## src/rtl/rca_word_sequencer_if.sv

```systemverilog
// Word-stream bus between an operand source and the RCA word sequencer.
// The master drives operand words and accepts sum words; the slave is the sequencer.
interface rca_word_sequencer_if #(
    parameter int WIDTH = 4,
    parameter int IDXW  = 4
);
    logic             in_valid;
    logic             in_ready;
    logic [WIDTH-1:0] in_a;
    logic [WIDTH-1:0] in_b;
    logic             in_first;
    logic             in_last;
    logic             in_cin;
    logic             out_valid;
    logic             out_ready;
    logic [WIDTH-1:0] out_sum;
    logic             out_last;
    logic             out_cout;
    logic             out_ovf;
    logic [IDXW-1:0]  out_idx;

    modport master (
        output in_valid, in_a, in_b, in_first, in_last, in_cin, out_ready,
        input  in_ready, out_valid, out_sum, out_last, out_cout, out_ovf, out_idx
    );

    modport slave (
        input  in_valid, in_a, in_b, in_first, in_last, in_cin, out_ready,
        output in_ready, out_valid, out_sum, out_last, out_cout, out_ovf, out_idx
    );
endinterface

```

## src/rtl/rca_word_sequencer.sv

```systemverilog
// Multi-word adder front-end: streams LS-word-first operand pairs through one
// ripple-carry adder, chaining carry between beats, with registered 1-cycle output.

module rca_fa_cell (
    input  logic a,
    input  logic b,
    input  logic ci,
    output logic s,
    output logic co
);
    assign s  = a ^ b ^ ci;
    assign co = (a & b) | (ci & (a ^ b));
endmodule

module rca #(
    parameter int WIDTH = 4
) (
    input  logic [WIDTH-1:0] a,
    input  logic [WIDTH-1:0] b,
    input  logic             cin,
    output logic [WIDTH-1:0] s,
    output logic             cout
);
    logic [WIDTH:0] c;

    assign c[0] = cin;
    assign cout = c[WIDTH];

    for (genvar i = 0; i < WIDTH; i++) begin : g_bit
        rca_fa_cell u_fa (
            .a  (a[i]),
            .b  (b[i]),
            .ci (c[i]),
            .s  (s[i]),
            .co (c[i+1])
        );
    end
endmodule

module rca_word_sequencer #(
    parameter int WIDTH = 4,
    parameter int IDXW  = 4
) (
    input  logic                 clk,
    input  logic                 rst_n,
    rca_word_sequencer_if.slave  bus,
    output logic                 err
);
    typedef enum logic {IDLE, MID} state_t;

    localparam logic [IDXW-1:0] IDX_MAX = '1;

    state_t           state_q, state_d;
    logic             carry_q;
    logic             xfer;
    logic             treat_first;
    logic             proto_err;
    logic             c0;
    logic [WIDTH-1:0] s;
    logic             cout;
    logic [IDXW-1:0]  idx_d;
    logic             ovf_d;

    assign bus.in_ready = !bus.out_valid || bus.out_ready;
    assign xfer         = bus.in_valid && bus.in_ready;

    rca #(.WIDTH(WIDTH)) u_rca (
        .a    (bus.in_a),
        .b    (bus.in_b),
        .cin  (c0),
        .s    (s),
        .cout (cout)
    );

    always_ff @(posedge clk or negedge rst_n) begin
        if (!rst_n) state_q <= IDLE;
        else        state_q <= state_d;
    end

    // A misplaced first flag (or a missing one) restarts the operand rather than
    // chaining a stale carry into it.
    always_comb begin
        state_d     = state_q;
        treat_first = bus.in_first || (state_q == IDLE);
        proto_err   = (state_q == IDLE) ? !bus.in_first : bus.in_first;
        c0          = treat_first ? bus.in_cin : carry_q;
        idx_d       = '0;
        if (!treat_first)
            idx_d = (bus.out_idx == IDX_MAX) ? IDX_MAX : bus.out_idx + 1'b1;
        ovf_d       = bus.in_last & (bus.in_a[WIDTH-1] ^ bus.in_b[WIDTH-1] ^ s[WIDTH-1] ^ cout);
        if (xfer)
            state_d = bus.in_last ? IDLE : MID;
    end

    always_ff @(posedge clk or negedge rst_n) begin
        if (!rst_n) begin
            bus.out_valid <= 1'b0;
            bus.out_sum   <= '0;
            bus.out_last  <= 1'b0;
            bus.out_cout  <= 1'b0;
            bus.out_ovf   <= 1'b0;
            bus.out_idx   <= '0;
            carry_q       <= 1'b0;
            err           <= 1'b0;
        end else if (xfer) begin
            bus.out_valid <= 1'b1;
            bus.out_sum   <= s;
            bus.out_last  <= bus.in_last;
            bus.out_cout  <= cout;
            bus.out_ovf   <= ovf_d;
            bus.out_idx   <= idx_d;
            carry_q       <= cout;
            if (proto_err) err <= 1'b1;
        end else if (bus.out_ready) begin
            bus.out_valid <= 1'b0;
        end
    end
endmodule
```

## src/flat_wrapper.sv

```systemverilog
// flat-port wrapper written by rule: the top's interface ports become plain ports
module rca_word_sequencer_flat 
#(
    parameter int WIDTH = 4,
    parameter int IDXW  = 4
)
  (clk, rst_n, err, bus_in_valid, bus_in_a, bus_in_b, bus_in_first, bus_in_last, bus_in_cin, bus_out_ready, bus_in_ready, bus_out_valid, bus_out_sum, bus_out_last, bus_out_cout, bus_out_ovf, bus_out_idx);
  rca_word_sequencer_if #(.WIDTH(WIDTH), .IDXW(IDXW)) bus_i ();
  input  logic clk;
  input  logic rst_n;
  output logic err;
  input wire logic [$bits(bus_i.in_valid)-1:0] bus_in_valid;
  input wire logic [$bits(bus_i.in_a)-1:0] bus_in_a;
  input wire logic [$bits(bus_i.in_b)-1:0] bus_in_b;
  input wire logic [$bits(bus_i.in_first)-1:0] bus_in_first;
  input wire logic [$bits(bus_i.in_last)-1:0] bus_in_last;
  input wire logic [$bits(bus_i.in_cin)-1:0] bus_in_cin;
  input wire logic [$bits(bus_i.out_ready)-1:0] bus_out_ready;
  output wire logic [$bits(bus_i.in_ready)-1:0] bus_in_ready;
  output wire logic [$bits(bus_i.out_valid)-1:0] bus_out_valid;
  output wire logic [$bits(bus_i.out_sum)-1:0] bus_out_sum;
  output wire logic [$bits(bus_i.out_last)-1:0] bus_out_last;
  output wire logic [$bits(bus_i.out_cout)-1:0] bus_out_cout;
  output wire logic [$bits(bus_i.out_ovf)-1:0] bus_out_ovf;
  output wire logic [$bits(bus_i.out_idx)-1:0] bus_out_idx;
  assign bus_i.in_valid = bus_in_valid;
  assign bus_i.in_a = bus_in_a;
  assign bus_i.in_b = bus_in_b;
  assign bus_i.in_first = bus_in_first;
  assign bus_i.in_last = bus_in_last;
  assign bus_i.in_cin = bus_in_cin;
  assign bus_i.out_ready = bus_out_ready;
  assign bus_in_ready = bus_i.in_ready;
  assign bus_out_valid = bus_i.out_valid;
  assign bus_out_sum = bus_i.out_sum;
  assign bus_out_last = bus_i.out_last;
  assign bus_out_cout = bus_i.out_cout;
  assign bus_out_ovf = bus_i.out_ovf;
  assign bus_out_idx = bus_i.out_idx;
  rca_word_sequencer #(.WIDTH(WIDTH), .IDXW(IDXW)) u_core (.clk(clk), .rst_n(rst_n), .bus(bus_i), .err(err));
endmodule
```

## config.mk

```make
export PLATFORM = sky130hd
export DESIGN_NAME = rca_word_sequencer_flat
export DESIGN_NICKNAME = d
export VERILOG_FILES = /design/src/rtl/rca_word_sequencer_if.sv /design/src/rtl/rca_word_sequencer.sv /design/src/flat_wrapper.sv
export SDC_FILE = /design/constraint.sdc
export NUM_CORES = 1
export LEC_CHECK = 0
export CORE_MARGIN = 2
export CORE_UTILIZATION = 40
export CTS_CLUSTER_SIZE = 20
export DETAILED_ROUTE_END_ITERATION = 16
export PLACE_DENSITY = 0.85
export SLEW_MARGIN = 20
export SYNTH_ARGS = -nofsm -noshare
export SYNTH_HDL_FRONTEND = slang
export SYNTH_HIERARCHICAL = 1
export SYNTH_SLANG_ARGS = --single-unit
```

## constraint.sdc

```tcl
create_clock -name clk -period 6.3 [get_ports clk]
set_input_delay 1.26 -clock clk [delete_from_list [all_inputs] [get_ports clk]]
set_output_delay 1.26 -clock clk [all_outputs]
set_load 0.01 [all_outputs]
```

# [Word level (Yosys, flattened, before mapping)]
# Cells that the tools add are included.
[totals] input_bits=15 register_bits=14
[op_classes] add_sub_neg=1 reduce_logical=7 bitwise_logic=24 n_eq_ne=1 mux=7
[op_table] op="1-bit XOR" count=10
[op_table] op="1-bit AND" count=9
[op_table] op="4-bit two-way mux" count=2
[op_table] op="1-bit two-way mux" count=5
[op_table] op="4-bit by 1-bit adder with 4-bit output (second input constant)" count=1
[op_table] op="4-bit equality test (second input constant)" count=1
[op_table] op="1-bit OR" count=4
[op_table] op="1-bit logical NOT" count=2
[op_table] op="1-bit logical OR" count=2
[op_table] op="2-bit AND reduction" count=1
[op_table] op="2-bit nonzero test" count=1
[op_table] op="1-bit logical AND" count=1
[op_table] op="1-bit NOT" count=1

# [Longest topological paths before layout]
# Gate-level depths: netlist (run 1).
[depth] depth_word=13 mapped_depth=10 depth_no_buf=10

# [Hierarchy]
# Netlist (run 1), hierarchy kept.
[by_module_without_submodules] module="rca_word_sequencer" seq_area_each_um2=350.3 n_inst=1 area_each_um2=708.2 cells_each=53
[by_module_without_submodules] module="rca_fa_cell" seq_area_each_um2=0.0 n_inst=4 area_each_um2=20.0 cells_each=1

# [Least setup slack after synthesis (run 1)]
# No wires, ideal clock.
[synth_path] path_kind="input -> register" start="in bus_in_first" end="reg u_core.bus.out_ovf" arrival_time_ns=3.799 setup_ns=0.121 setup_slack_ns=2.380 stages=10 path_buffers=0 required_time_ns=6.179 path_cell_list="inv_1 > ha_1 > mux2_2 > fa_1 > fa_1 > fa_1 > fa_1 > xnor2_1 > xnor2_1 > o2bb2ai_1"
[synth_between] elab_chain_cells=12 word_cells_on_any_way=14 classes_between="mux: 1; bitwise: 12; reduce/logical: 1"
[synth_lines] element="start, declared" line_no="flat_wrapper.sv:15" rtl="input wire logic [$bits(bus_i.in_first)-1:0] bus_in_first;"
[synth_lines] element="1-bit logical OR" line_no="rca_word_sequencer.sv:84" rtl="treat_first = bus.in_first || (state_q == IDLE);"
[synth_lines] element="1-bit two-way mux" line_no="rca_word_sequencer.sv:86" rtl="c0 = treat_first ? bus.in_cin : carry_q;"
[synth_lines] element="via u_core.c0" line_no="rca_word_sequencer.sv:58" rtl="logic c0;"
[synth_lines] element="1-bit AND" line_no="rca_word_sequencer.sv:12" rtl="assign co = (a & b) | (ci & (a ^ b));"
[synth_lines] element="1-bit OR" line_no="rca_word_sequencer.sv:12"
[synth_lines] element="via u_core.u_rca.c[1]" line_no="rca_word_sequencer.sv:24" rtl="logic [WIDTH:0] c;"
[synth_lines] element="1-bit AND" line_no="rca_word_sequencer.sv:12"
[synth_lines] element="1-bit OR" line_no="rca_word_sequencer.sv:12"
[synth_lines] element="via u_core.u_rca.c[2]" line_no="rca_word_sequencer.sv:24"
[synth_lines] element="1-bit AND" line_no="rca_word_sequencer.sv:12"
[synth_lines] element="1-bit OR" line_no="rca_word_sequencer.sv:12"
[synth_lines] element="via u_core.u_rca.c[3]" line_no="rca_word_sequencer.sv:24"
[synth_lines] element="1-bit XOR" line_no="rca_word_sequencer.sv:11" rtl="assign s = a ^ b ^ ci;"
[synth_lines] element="via u_core.s[3]" line_no="rca_word_sequencer.sv:59" rtl="logic [WIDTH-1:0] s;"
[synth_lines] element="1-bit XOR (2 in a row)" line_no="rca_word_sequencer.sv:90" rtl="ovf_d = bus.in_last & (bus.in_a[WIDTH-1] ^ bus.in_b[WIDTH-1] ^ s[WIDTH-1] ^ cout);"
[synth_lines] element="1-bit AND" line_no="rca_word_sequencer.sv:90"
[synth_lines] element="end signal, assigned" line_no="rca_word_sequencer.sv:110" rtl="bus.out_ovf <= ovf_d;"
[synth_lines] element="end, declared" line_no="rca_word_sequencer_if.sv:29" rtl="output in_ready, out_valid, out_sum, out_last, out_cout, out_ovf, out_idx"
# The timed path passes the listed nets, and every way through them passes these cells.
# A chain may end at the register's enable or synchronous reset.

# [Worst setup path in the final report (run 1)]
# Same ends and word-level chain as after synthesis.

==> metrics.yaml, run 1 <==
status:
  status: "completed"
routing:
  vias_per_cell: 4.98
  via_count: 568
  antenna_left: 0
  finalWirelength_um: 1520
  drtIter0Drc: 3
  drcViolationCount: 0
  first_pass_iters: 3
  routedWlPerCell_um: 13.4
placement:
  dp_hpwl_um: 1200
  placed_area_sq_mm: 0.00107
  gp_congestion: 0.764
  io_buffers: 28
floorplanning:
  rows: 16
  ios: 29
  die_y_um: 48.4
  dieArea_sq_mm: 0.00234
  start_util: 0.414
  fp.coreArea_sq_mm: 0.00190
  die_x_um: 48.4
power_and_ir_drop:
  peakVddDrop_uv: 105
  design_power_total_w: 0.000273
  power_density_mw_per_mm2: 247
  leakage_nw: 0.469
worst_setup_path:
  critPathMaxStageDelay_ps: 490
  worstSetupEndpointType: "flip-flop"
  crit_slowest_cell: "fa_1"
  r2r-end: "u_core/bus.out_ovf"
  arrival_ps: 4360
  r2r_start: "u_core/state_q"
  crit_fanout: 4
  crit_top_cell: "fa_1"
  cp-start-kind: "input port"
  reg2reg_depth: 9
  critPathRequiredTime_ps: 6460
  cp_cell_sequence: "clkdlybuf4s50_1 > inv_1 > ha_1 > mux2_2 > fa_1 > fa_1 > fa_1 > fa_1 > xnor2_1 > xnor2_1 > o2bb2ai_1"
  ff2ff_setup_slack_ps: 3170
  critPathKind: "input port to flip-flop"
clock_network:
  cts_made_buffers: 3
  cts_tree: "done"
  cts.path.max_buffers: 2
  numClockSinks: 14
  cts_root_buf: "clkbuf_4"
  cts_resized: 0
  clkSlewWorstSetupHoldPaths_ps: 90
  clock_latency_ps: 270
  cts_hold_buffers: 0
  htreeDepth: 1
  postCtsSetupBuffers: 0
sta:
  hold_violations: 0
  fmax_mhz: 238
  clock_skew_ps: 2.45
  fin_tns_setup_ps: 0
  slew_headroom: 0.589
  maxSlewViolCount: 0
  tightest_slew_ps: 615
  finalSetupViolations: 0
  finalCritPeriodShare: 0.666
  period_needed_ps: 4200
  rsz0062_at_grt: "false"
grt:
  grt_overflow: 0
  antenna_found_initial: 0
  grt_pass1_wl_um: 2740
  grt_pass1_vias: 597
  grtUsageTotal: 0.155
  grt_start_max_net_pins: 15
synth:
  synth_most_common_cell: "dfrtp_1"
  synth_top_area_frac: 0.444
  synth_edf_count: 0
  syn_inst: 57
  yosysUniqueCellTypes: 22
  yosysTopAreaCell: "dfrtp_1"
  synth_seq_cells: 14
  syn-num-nets: 78
  synth_commonest_cells: "dfrtp_1, a31oi_1, mux2_4"
  syn_avg_cell_area_sq_um: 13.8
  netlist_top_cells_area: "dfrtp_1, fa_1, mux2_4, a31oi_1, o2bb2ai_1"
  ys.flop_type: "dfrtp_1"
  synth_area_sq_um: 788
  ys_warn_count: 6
  ys_seq_area_frac: 0.444
  asyncSetResetFlopFracSynth: 1.00
layout:
  design_area_sq_mm: 0.00110
  antenna_cells: 0
  drive_above_1_share: 0.161
  num-nets-final: 109
  area_growth_pct: 40.2
min_path:
  worstHoldStart: "u_core/err"
  hp-class: "flip-flop to flip-flop"
  worstHoldPathCells: 1
  worstHoldEndpoint: "u_core/err"
flow_run:
  max-cap-violations: 0
power breakdown:
group	total (W)	leakage [nW]	internal [W]	switching [W]
combinational	0.0000934	0.279	0.0000592	0.0000342
clock	0.0000639	0.0210	0.0000351	0.0000287
sequential	0.000115	0.170	0.000105	0.0000108
total	0.000273	0.469	0.000199	0.0000738
stage by stage:
stage           util  worst slack, ps  instances  hold slack (ps)
2_1_floorplan      -             2380         57              502
3_3_place_gp   0.562             1870        110              453
3_5_place_dp   0.562             1830        110              452
4_1_cts        0.581             2100        114              473
5_1_grt        0.581             1970        114              505
6_report       0.581             2100        114              473
layout make-up:
type,instances,area [sq um]
repair buffers,28,280
clock buffers,4,36.3
multi-input cells,38,393
well taps,27,33.8
flip-flops and latches,14,350
fillers,156,797
inverters,3,11.3
metal layers:
metal | wire length, um | vias to the layer above | global-route usage
met5 | 0 | - | 0
met4 | 46 | 0 | 0.110
met3 | 49 | 4 | 0.0278
met2 | 807 | 18 | 0.262
met1 | 620 | 280 | 0.178
li1 | - | 266 | -
kinds of logic after synthesis:
| logic type | synth area share |
|---|---|
| multiplexers | 0.122 |
| buffers and inverters | 0.0571 |
| flip-flops | 0.444 |
| XOR/XNOR | 0.0333 |
| AND/OR/NAND/NOR | 0.0921 |
| AO/OA/AOI/OAI | 0.117 |
| adder cells (fa/ha/maj) | 0.133 |
critical path: cells and delay by family:
kind | cells | cell delay [ps]
buf+inv | 2 | 460
mux | 1 | 360
compound gates | 1 | 80
fa+ha+maj | 5 | 1860
xor+xnor | 2 | 340
registers in the layout (all words and copies together), names as in the netlist:
| register | flops |
|---|---|
| u_core/err | 1 |
| u_core/bus.out_last | 1 |
| u_core/bus.out_valid | 1 |
| u_core/bus.out_cout | 1 |
| u_core/bus.out_idx | 4 |
| u_core/bus.out_ovf | 1 |
| u_core/state_q | 1 |
| u_core/bus.out_sum | 4 |
placed cells by master (no fill, tap or decap), types with 2 or more instances in the layout:
| cell type | netlist | layout |
|---|---|---|
| inv_1 | 3 | 3 |
| a31oi_1 | 6 | 6 |
| ha_1 | 2 | 2 |
| clkdlybuf4s50_1 | 0 | 28 |
| xnor2_1 | 3 | 3 |
| mux2_4 | 5 | 5 |
| o21ai_0 | 2 | 2 |
| nand3_1 | 3 | 3 |
| o2bb2ai_1 | 3 | 3 |
| fa_1 | 4 | 4 |
| clkbuf_4 | 0 | 3 |
| dfrtp_1 | 14 | 14 |
worst max-delay path by stage:
| stage | start | end | slack [ps] | cells after the start |
|---|---|---|---|---|
| 2_1_floorplan | bus_in_first | u_core/bus.out_ovf | 2380 | 10 |
| 3_3_place_gp | bus_in_first | u_core/bus.out_ovf | 1870 | 11 |
| 3_5_place_dp | bus_in_first | u_core/bus.out_ovf | 1830 | 11 |
| 4_1_cts | bus_in_first | u_core/bus.out_ovf | 2100 | 11 |
| 5_1_grt | bus_in_first | u_core/bus.out_ovf | 1970 | 11 |
| 6_report | bus_in_first | u_core/bus.out_ovf | 2100 | 11 |
No activity file was read; power rests on OpenSTA's default activity.
==> inputs of run 2 (changes only) <==
--- a/config.mk
+++ b/config.mk
@@ -6,10 +6,10 @@
 export NUM_CORES = 1
 export LEC_CHECK = 0
 export CORE_MARGIN = 2
-export CORE_UTILIZATION = 40
+export CORE_UTILIZATION = 39
 export CTS_CLUSTER_SIZE = 20
 export DETAILED_ROUTE_END_ITERATION = 16
-export PLACE_DENSITY = 0.85
+export PLACE_DENSITY = 0.86
 export SLEW_MARGIN = 20
 export SYNTH_ARGS = -nofsm -noshare
 export SYNTH_HDL_FRONTEND = slang
==> constraint.sdc (replaced) <==
create_clock -name clk -period 3.79 [get_ports clk]
set_input_delay 0.758 -clock clk [delete_from_list [all_inputs] [get_ports clk]]
set_output_delay 0.758 -clock clk [all_outputs]
set_load 0.01 [all_outputs]
==> metrics.yaml, run 2 (same netlist as run 1, synthesis figures left out) <==
status:
  status: "completed"
layout:
  fillers: 169
  stdcell_count: 115
  multi_input_area_sq_um: 393
  top_regs: "u_core/bus.out_idx: 4 flops, u_core/bus.out_sum: 4 flops"
  drive_above_1_share: 0.170
  seqCellArea_sq_um: 350
  area_growth_pct: 41.1
  post-route-util: 0.573
  layout_commonest_cell: "clkdlybuf4s50_1"
  antenna_cells: 0
  final_cell_mix: "clkdlybuf4s50_1, dfrtp_1, a31oi_1"
  num-nets-final: 110
routing:
  drcViolationCount: 0
  vias_per_cell: 4.97
  via_count: 571
  antenna_left: 0
  drtIter0Drc: 8
  routedWlPerCell_um: 14.5
  first_pass_iters: 6
  finalWirelength_um: 1670
grt:
  grtUsageTotal: 0.157
  grt_overflow: 0
  grt_start_max_net_pins: 15
  grt_pass1_vias: 623
  antenna_found_initial: 0
  grt_pass1_wl_um: 2820
floorplanning:
  dieArea_sq_mm: 0.00240
  rows: 16
  die_x_um: 49.0
  start_util: 0.406
  die_y_um: 49.0
  ios: 29
  fp.coreArea_sq_mm: 0.00194
power_and_ir_drop:
  combinationalPowerShare: 0.344
  power_density_mw_per_mm2: 414
  p_int_w: 0.000332
  power_switching_w: 0.000128
  design_power_total_w: 0.000460
  seqPwrFrac: 0.420
  leakage_nw: 0.474
  swShare: 0.279
  clkPwrFrac: 0.236
  peakVddDrop_uv: 240
clock_network:
  cts_resized: 0
  htreeDepth: 1
  postCtsSetupBuffers: 0
  cts_root_buf: "clkbuf_4"
  cts.path.max_buffers: 2
  clkSlewWorstSetupHoldPaths_ps: 90
  cts_tree: "done"
  numClockSinks: 14
  cts_hold_buffers: 0
  clock_latency_ps: 280
  cts_made_buffers: 3
worst_setup_path:
  crit_top_cell: "fa_1"
  ff2ff_setup_slack_ps: 670
  cp-start-kind: "input port"
  crit_slowest_cell: "fa_1"
  critPathMaxStageDelay_ps: 480
  critPathKind: "input port to flip-flop"
  cp_cell_sequence: "clkdlybuf4s50_1 > inv_1 > ha_1 > mux2_2 > fa_1 > fa_1 > fa_1 > fa_1 > xnor2_1 > xnor2_1 > o2bb2ai_1"
  arrival_ps: 3850
  critPathRequiredTime_ps: 3960
  crit_fanout: 2
  worstSetupEndpointType: "flip-flop"
sta:
  rsz0062_at_grt: "false"
  fmax_mhz: 272
  period_needed_ps: 3680
  worst_slack_ps: 108
  hold_violations: 0
  slew_headroom: 0.566
  maxSlewViolCount: 0
  tightest_slew_ps: 649
  hold-worst-slack_ps: 492
  clock_skew_ps: 2.77
  finalSetupViolations: 0
  finalCritPeriodShare: 0.972
placement:
  dp_hpwl_um: 1310
  gp_congestion: 0.652
  io_buffers: 28
  dp_slack_ps: -212
  dpl.cell_count: 111
flow_run:
  max-cap-violations: 0
min_path:
  hp-class: "flip-flop to flip-flop"
[run 2: changes by cell type in the layout (fill, tap and decap cells not counted)]
cell   change
buf_4      +1
[run 2: per-stage QoR]
stage	cell area (sq um)	TNS, ps
2_1_floorplan	788	0
3_3_place_gp	1080	-145
3_5_place_dp	1080	-250
4_1_cts	1110	0
5_1_grt	1110	0
6_report	1110	0
[run 2: critical path: cells and delay by family]
| family | cells | cell delay, ps |
|---|---|---|
| multiplexers | 1 | 290 |
| XOR/XNOR | 2 | 360 |
| adder cells (fa/ha/maj) | 5 | 1870 |
| buffers and inverters | 2 | 490 |
| AO/OA/AOI/OAI | 1 | 80 |
[run 2: worst paths after layout]
check	cells after the start	start	endpoint
max in group asynchronous	1	rst_n	u_core/bus.out_last
max reg2reg	9	u_core/state_q	u_core/bus.out_ovf
max	11	bus_in_first	u_core/bus.out_ovf
min in group asynchronous	1	rst_n	u_core/bus.out_sum[2]
min reg2reg	1	u_core/err	u_core/err
min	1	u_core/err	u_core/err
[run 2: per-layer routing]
layer  track usage  up-vias  part of all wire
met5             0        -                 0
met4        0.0667        0                 0
met3        0.0368        0             0.050
met2         0.281       20              0.55
met1         0.178      281              0.40
li1              -      270                 -
[run 2: power groups by stage]
stage	clock [W]	combinational, W	sequential (W)
after floorplan	0	0.0000721	0.000203
after global placement	0	0.000154	0.000194
after detailed placement	0	0.000160	0.000195
after CTS	0.000112	0.000160	0.000193
after global routing	0.000119	0.000171	0.000197
final	0.000109	0.000158	0.000193
[run 2: cell type report]
class / instances / area share
Clock buffer: 4 / 0.0326
Inverter: 3 / 0.0101
Multi-Input combinational cell: 38 / 0.353
Sequential cell: 14 / 0.315
Tap cell: 27 / 0.0304
Timing Repair Buffer: 29 / 0.259
==> inputs of run 3 (changes only) <==
--- a/config.mk
+++ b/config.mk
@@ -5,6 +5,7 @@
 export SDC_FILE = /design/constraint.sdc
 export NUM_CORES = 1
 export LEC_CHECK = 0
+export CAP_MARGIN = 30
 export CORE_MARGIN = 2
 export CORE_UTILIZATION = 39
 export CTS_CLUSTER_SIZE = 20
==> results of run 3 <==
No change in the layout: final DEF, timing and power equal those of run 2.
